### src/rtl/quad_pkg.sv
// quad_pkg: shared AB phase constants and quadrature step / counter arithmetic helpers
package quad_pkg;
  localparam logic [1:0] S00 = 2'b00, S01 = 2'b01, S11 = 2'b11, S10 = 2'b10;
  function automatic logic [1:0] phase(input logic [1:0] s);
    return s == S00 ? 2'd0 : s == S01 ? 2'd1 : s == S11 ? 2'd2 : s == S10 ? 2'd3 : 2'd0;
  endfunction
  // Returns {illegal, dir(1=up), move}; a phase distance of 2 means both pins changed.
  function automatic logic [2:0] quad_step(input logic [1:0] prev, input logic [1:0] nxt);
    logic [1:0] d;
    d = phase(nxt) - phase(prev);
    return {d == 2'd2, d == 2'd1, d[0]};
  endfunction
  // value is sign-extended from a w-bit counter (w <= 63); the caller keeps the low w bits.
  function automatic logic signed [63:0] sat_add(input logic signed [63:0] value, input logic dir,
                                                 input logic sat, input int w);
    logic signed [63:0] lim;
    lim = dir ? (64'sd1 <<< (w - 1)) - 64'sd1 : -(64'sd1 <<< (w - 1));
    return (sat && value == lim) ? value : dir ? value + 64'sd1 : value - 64'sd1;
  endfunction
endpackage

### src/rtl/quad_decoder_ch.sv
// quad_decoder_ch: one encoder channel with sync, glitch filter, 4x decode, homing and clear
module quad_decoder_ch
  import quad_pkg::*;
#(
  parameter int CNT_W = 32,
  parameter int FILT_LEN = 4,
  parameter int SAT = 0
) (
  input  logic             clk,
  input  logic             rst,
  input  logic             a,
  input  logic             b,
  input  logic             home,
  input  logic             home_arm,
  input  logic             clr,
  output logic [CNT_W-1:0] count,
  output logic             err,
  output logic             homed
);
  localparam int SW = $clog2(FILT_LEN + 1);
  logic [1:0] ab1, ab2, filt, prev;
  logic [2:0] hs;
  logic [SW-1:0] stable;
  logic fv, primed, live, home_ev;
  logic [2:0] step;
  logic [CNT_W-1:0] stepped;
  always_comb begin
    step = quad_step(prev, filt);
    live = fv & primed;
    home_ev = hs[1] & ~hs[2] & home_arm;
    stepped = CNT_W'(sat_add(64'(signed'(count)), step[1], SAT != 0, CNT_W));
  end
  always_ff @(posedge clk or posedge rst)
    if (rst) begin
      ab1 <= '0;
      ab2 <= '0;
      filt <= '0;
      prev <= '0;
      hs <= '0;
      stable <= '0;
      fv <= 1'b0;
      primed <= 1'b0;
      count <= '0;
      err <= 1'b0;
      homed <= 1'b0;
    end else begin
      ab1 <= {a, b};
      ab2 <= ab1;
      stable <= ab1 != ab2 ? SW'(1) : stable == SW'(FILT_LEN) ? stable : stable + 1'b1;
      if (stable == SW'(FILT_LEN)) begin
        filt <= ab2;
        fv <= 1'b1;
      end
      // prev tracks filt even during clear/home so no stale step fires afterwards
      if (fv) begin
        prev <= filt;
        primed <= 1'b1;
      end
      hs <= {hs[1:0], home};
      if (clr) begin
        count <= '0;
        err <= 1'b0;
        homed <= 1'b0;
      end else if (home_ev) begin
        count <= '0;
        homed <= 1'b1;
      end else if (live) begin
        if (step[0]) count <= stepped;
        if (step[2]) err <= 1'b1;
      end
    end
endmodule

### src/rtl/quad_decoder_bank.sv
// quad_decoder_bank: NUM_CH quadrature decoders with a coherent snapshot register bank
module quad_decoder_bank
  import quad_pkg::*;
#(
  parameter int NUM_CH = 12,
  parameter int CNT_W = 32,
  parameter int FILT_LEN = 4,
  parameter int SAT = 0
) (
  input  logic                    clk_clk,
  input  logic                    reset_reset,
  input  logic [NUM_CH-1:0]       enc_a_i,
  input  logic [NUM_CH-1:0]       enc_b_i,
  input  logic [NUM_CH-1:0]       home_i,
  input  logic [NUM_CH-1:0]       home_arm_i,
  input  logic [NUM_CH-1:0]       clr_i,
  input  logic                    snap_i,
  output logic [NUM_CH*CNT_W-1:0] count_o,
  output logic [NUM_CH*CNT_W-1:0] snap_count_o,
  output logic                    snap_valid_o,
  output logic [NUM_CH-1:0]       err_o,
  output logic [NUM_CH-1:0]       homed_o
);
  for (genvar g = 0; g < NUM_CH; g++) begin : g_ch
    quad_decoder_ch #(.CNT_W(CNT_W), .FILT_LEN(FILT_LEN), .SAT(SAT)) u_ch (
      .clk(clk_clk),
      .rst(reset_reset),
      .a(enc_a_i[g]),
      .b(enc_b_i[g]),
      .home(home_i[g]),
      .home_arm(home_arm_i[g]),
      .clr(clr_i[g]),
      .count(count_o[g*CNT_W +: CNT_W]),
      .err(err_o[g]),
      .homed(homed_o[g])
    );
  end
  always_ff @(posedge clk_clk or posedge reset_reset)
    if (reset_reset) begin
      snap_count_o <= '0;
      snap_valid_o <= 1'b0;
    end else begin
      snap_valid_o <= snap_i;
      if (snap_i) snap_count_o <= count_o;
    end
endmodule

### config.mk
export PLATFORM = sky130hd
export DESIGN_NAME = quad_decoder_bank
export DESIGN_NICKNAME = d
export VERILOG_FILES = /design/src/rtl/quad_pkg.sv /design/src/rtl/quad_decoder_ch.sv /design/src/rtl/quad_decoder_bank.sv
export SDC_FILE = /design/constraint.sdc
export NUM_CORES = 2
export LEC_CHECK = 0
export ABC_CLOCK_PERIOD_IN_PS = 30800
export BUFFER_PORTS_ARGS = -buffer_cell sky130_fd_sc_hd__buf_2
export CAP_MARGIN = 20
export CELL_PAD_IN_SITES_DETAIL_PLACEMENT = 1
export CELL_PAD_IN_SITES_GLOBAL_PLACEMENT = 2
export CORE_ASPECT_RATIO = 1.25
export CORE_MARGIN = 4
export CORE_UTILIZATION = 33
export CTS_BUF_LIST = sky130_fd_sc_hd__clkbuf_4 sky130_fd_sc_hd__clkbuf_8 sky130_fd_sc_hd__clkbuf_16
export CTS_CLUSTER_SIZE = 20
export DETAILED_ROUTE_END_ITERATION = 8
export GPL_TIMING_DRIVEN = 0
export PLACE_DENSITY = 0.83
export SYNTH_ARGS = -nofsm -noshare
export SYNTH_HDL_FRONTEND = slang
export SYNTH_SLANG_ARGS = --single-unit
### constraint.sdc
create_clock -name clk_clk -period 30.8 [get_ports clk_clk]
set_input_delay 1.54 -clock clk_clk [delete_from_list [all_inputs] [get_ports clk_clk]]
set_output_delay 1.54 -clock clk_clk [all_outputs]
set_load 0.01 [all_outputs]
==> results_dict.tcl <==
set metrics [dict create \
    cp_slowest_stage_delay_ns 0.82 \
    drt-wirelength-per-cell_um 21.4 \
    cts-resized-gates 0 \
    post-place-ws_ns 25.10 \
    area_growth_pct 20.2 \
    cp-start-kind "register" \
    postRouteAntennaNets 0 \
    syn_nets 6471 \
    wl_um 198000 \
    synthCells 5820 \
    r2r-end "g_ch[1].u_ch.count[28]" \
    synth_top_cells_by_area "dfrtp_1 (43%), ha_1 (13%), mux2_2 (8.0%)" \
    synth_area_leader_cell "dfrtp_1" \
    path_cells "inv_1 > ha_1 > inv_1 > ha_1 > xnor2_1 > xnor2_1 > nor2b_1 > inv_1 > buf_16 > ha_1 > clkbuf_1 > nand3_1 > o31ai_1 > a2111oi_1 > o41ai_1 > nand3_1 > a21oi_1 > xnor2_1 > a21oi_1" \
    synth_cell_types 83 \
    overflow 0 \
    hold_viol_final 0 \
    cts_tree "done" \
    cts-root-buf "clkbuf_16" \
    vias 48300 \
    synth_top_area_share_pct 42.8 \
    grt_use_total_pct 21.2 \
    setup_slack_ns 25.06 \
    rrSetupSlack_ns 25.06 \
    die-width_um 382 \
    finalNonFillerCells 9242 \
    tightest_slew_ns 1.08 \
    clk_pin_slew_ns 0.07 \
    placed_cells 9030 \
    cp_max_fo 20 \
    critical_path_arrival_ns 6.33 \
    drc 0 \
    cp-end-kind "register" \
    timing.fmax_ghz 0.174 \
    antenna_found_initial 31 \
    die_height_um 475 \
    crit_slowest_cell "o41ai_1" \
    nets 7457 \
    slew_violations 0 \
    finalSetupViolations 0 \
    drv_cap 0 \
    numCtsBuffers 109 \
    rsz0062_at_grt "false" \
    synth_edf_count 0 \
    core_um2 174000 \
    hold_class "reg2reg" \
    cts_buffer_depth 3 \
    seq_area_frac_synth_pct 42.8 \
    grt_pass1_vias 51200 \
    drt_iter0_markers 2153 \
    min_period_over_period_pct 18.6 \
    worstHoldStart "g_ch[4].u_ch.hs[0]" \
    first_pass_iters 5 \
    min_to "g_ch[4].u_ch.hs[1]" \
    r2r_start "g_ch[1].u_ch.filt[0]" \
    critical-path-top-delay-family "compound AO/OA/AOI/OAI gates" \
    grt_max_degree 129 \
    row_count 171 \
    portBuffers 855 \
    slew_headroom_pct 27.7 \
    cp.required_ns 31.38 \
    cts_sinks 985 \
    worstSkewPairLatency_ns 0.76 \
    hold_buffers 0 \
    yosysWarnings 0 \
    dp_hpwl_um 153000 \
    synth.avg_cell_area_um2 9.91 \
    syn_area_um2 57700 \
    synth_seq_cells 985 \
    reg2reg_depth 19 \
    holdPathStages 0 \
    grt_pass1_wl_um 305000 \
    ys.flop_type "dfrtp_1" \
    setup.worst_path.class "reg2reg" \
    critPathBufInv 5 \
    pin_count 856 \
    synthArstFlopShare_pct 100 \
    finalClockSkew_ns 0.0503 \
    fin_setup_tns_ns 0 \
    cts_max_level 3 \
    post_cts_buffers 0 \
    die_area_um2 181000 \
    gp_congestion 0.889 \
    initial_utilization_pct 33.2 \
    viasPerCell 5.23 \
    fin_crit_ns 5.74 \
    layout-drive-gt1-share_pct 23.2 \
    run_status "complete, no violations" \
]
-- synthesized netlist by cell type, drive strengths merged (16+ instances only) --
library cell	n
o22ai	16
mux2	408
a31oi	57
a211oi	71
or3	28
o21a	37
o21ai	223
o31ai	29
and2	29
nor2b	22
dfrtp	985
or2	44
xor2	113
a21o	156
nand2b	34
inv	183
or4	18
buf	37
nand2	784
clkbuf	174
nor2	327
o211ai	20
nand3	158
a21oi	596
nor3	90
mux2i	21
ha	576
and3	45
nor4	18
o21bai	43
nand4	52
xnor2	257
-- routing by layer --
metal | vias to the layer above | routed length, µm | track usage, %
met5 | - | 93 | 0
met4 | 16 | 5510 | 6.24
met1 | 24400 | 84900 | 26.6
met2 | 1124 | 94500 | 36.7
li1 | 22600 | - | -
met3 | 230 | 13200 | 4.75
-- cells by family (layout without fill, tap and decap cells) --
family,count (synthesis),in the layout,synth area share (%)
muxes,429,429,8.33
adders and majority gates,588,588,12.9
other,0,10,0
buffers and inverters,394,1471,2.73
AOI/OAI and AO/OA,1368,1368,14.5
xor gates and xnor gates,370,370,5.62
DFF,985,985,42.8
and+or+nand+nor,1686,1686,13.1
-- registers in the layout, summed over array words and instances (netlist names) --
| signal | flops |
|---|---|
| g_ch.u_ch.ab1 | 24 |
| g_ch.u_ch.primed | 12 |
| g_ch.u_ch.ab2 | 24 |
| g_ch.u_ch.fv | 12 |
| g_ch.u_ch.homed | 12 |
| g_ch.u_ch.prev | 24 |
| g_ch.u_ch.filt | 24 |
| g_ch.u_ch.err | 12 |
| snap_valid_o | 1 |
| g_ch.u_ch.hs | 36 |
| g_ch.u_ch.stable | 36 |
| snap_count_o | 384 |
| g_ch.u_ch.count | 384 |
-- metrics by stage --
step	util, %	hold WS, ns	instance area (µm²)
2_1_floorplan	-	0.331	57700
3_3_place_gp	37.3	0.333	64900
3_5_place_dp	37.6	0.336	65400
4_1_cts	39.9	0.351	69300
5_1_grt	39.9	0.357	69300
6_report	39.9	0.350	69300
-- final cells by class --
cell class	instances	area, µm²
fillers	20100	104000
multi-input cells	4441	31400
flip-flops and latches	985	24600
repair buffers	875	4760
clock buffers	136	3080
well taps	2335	2920
plain buffers	211	901
clock inverters	66	851
inverters	183	694
diodes	10	25.0
-- how the worst max path moves through the flow --
stage / from / end / slack, ns / cells past startpoint
finish: g_ch[1].u_ch.filt[0] / g_ch[1].u_ch.count[28] / 25.06 / 19
floorplan: reset_reset / g_ch[0].u_ch.ab1[0] / 1.55 / 1
global route: g_ch[0].u_ch.filt[1] / g_ch[0].u_ch.count[30] / 24.59 / 20
detailed placement: g_ch[1].u_ch.filt[1] / g_ch[1].u_ch.count[28] / 25.10 / 19
global placement: reset_reset / snap_count_o[246] / -10.74 / 2
CTS: g_ch[0].u_ch.filt[0] / g_ch[0].u_ch.count[30] / 25.04 / 20
-- placed cells by master (no fill, tap or decap), types with 111 or more instances in the layout --
cell type  instances
a21o_1           154
a21oi_1          595
buf_2            856
clkbuf_1         166
clkbuf_16        111
dfrtp_1          985
ha_1             576
inv_1            182
mux2_2           408
nand2_1          784
nand3_1          158
nor2_1           327
o21ai_0          217
xnor2_1          257
xor2_1           113
Power is not shown: default switching activity piles up to over one toggle a cycle in this logic, so the estimate is an artifact.
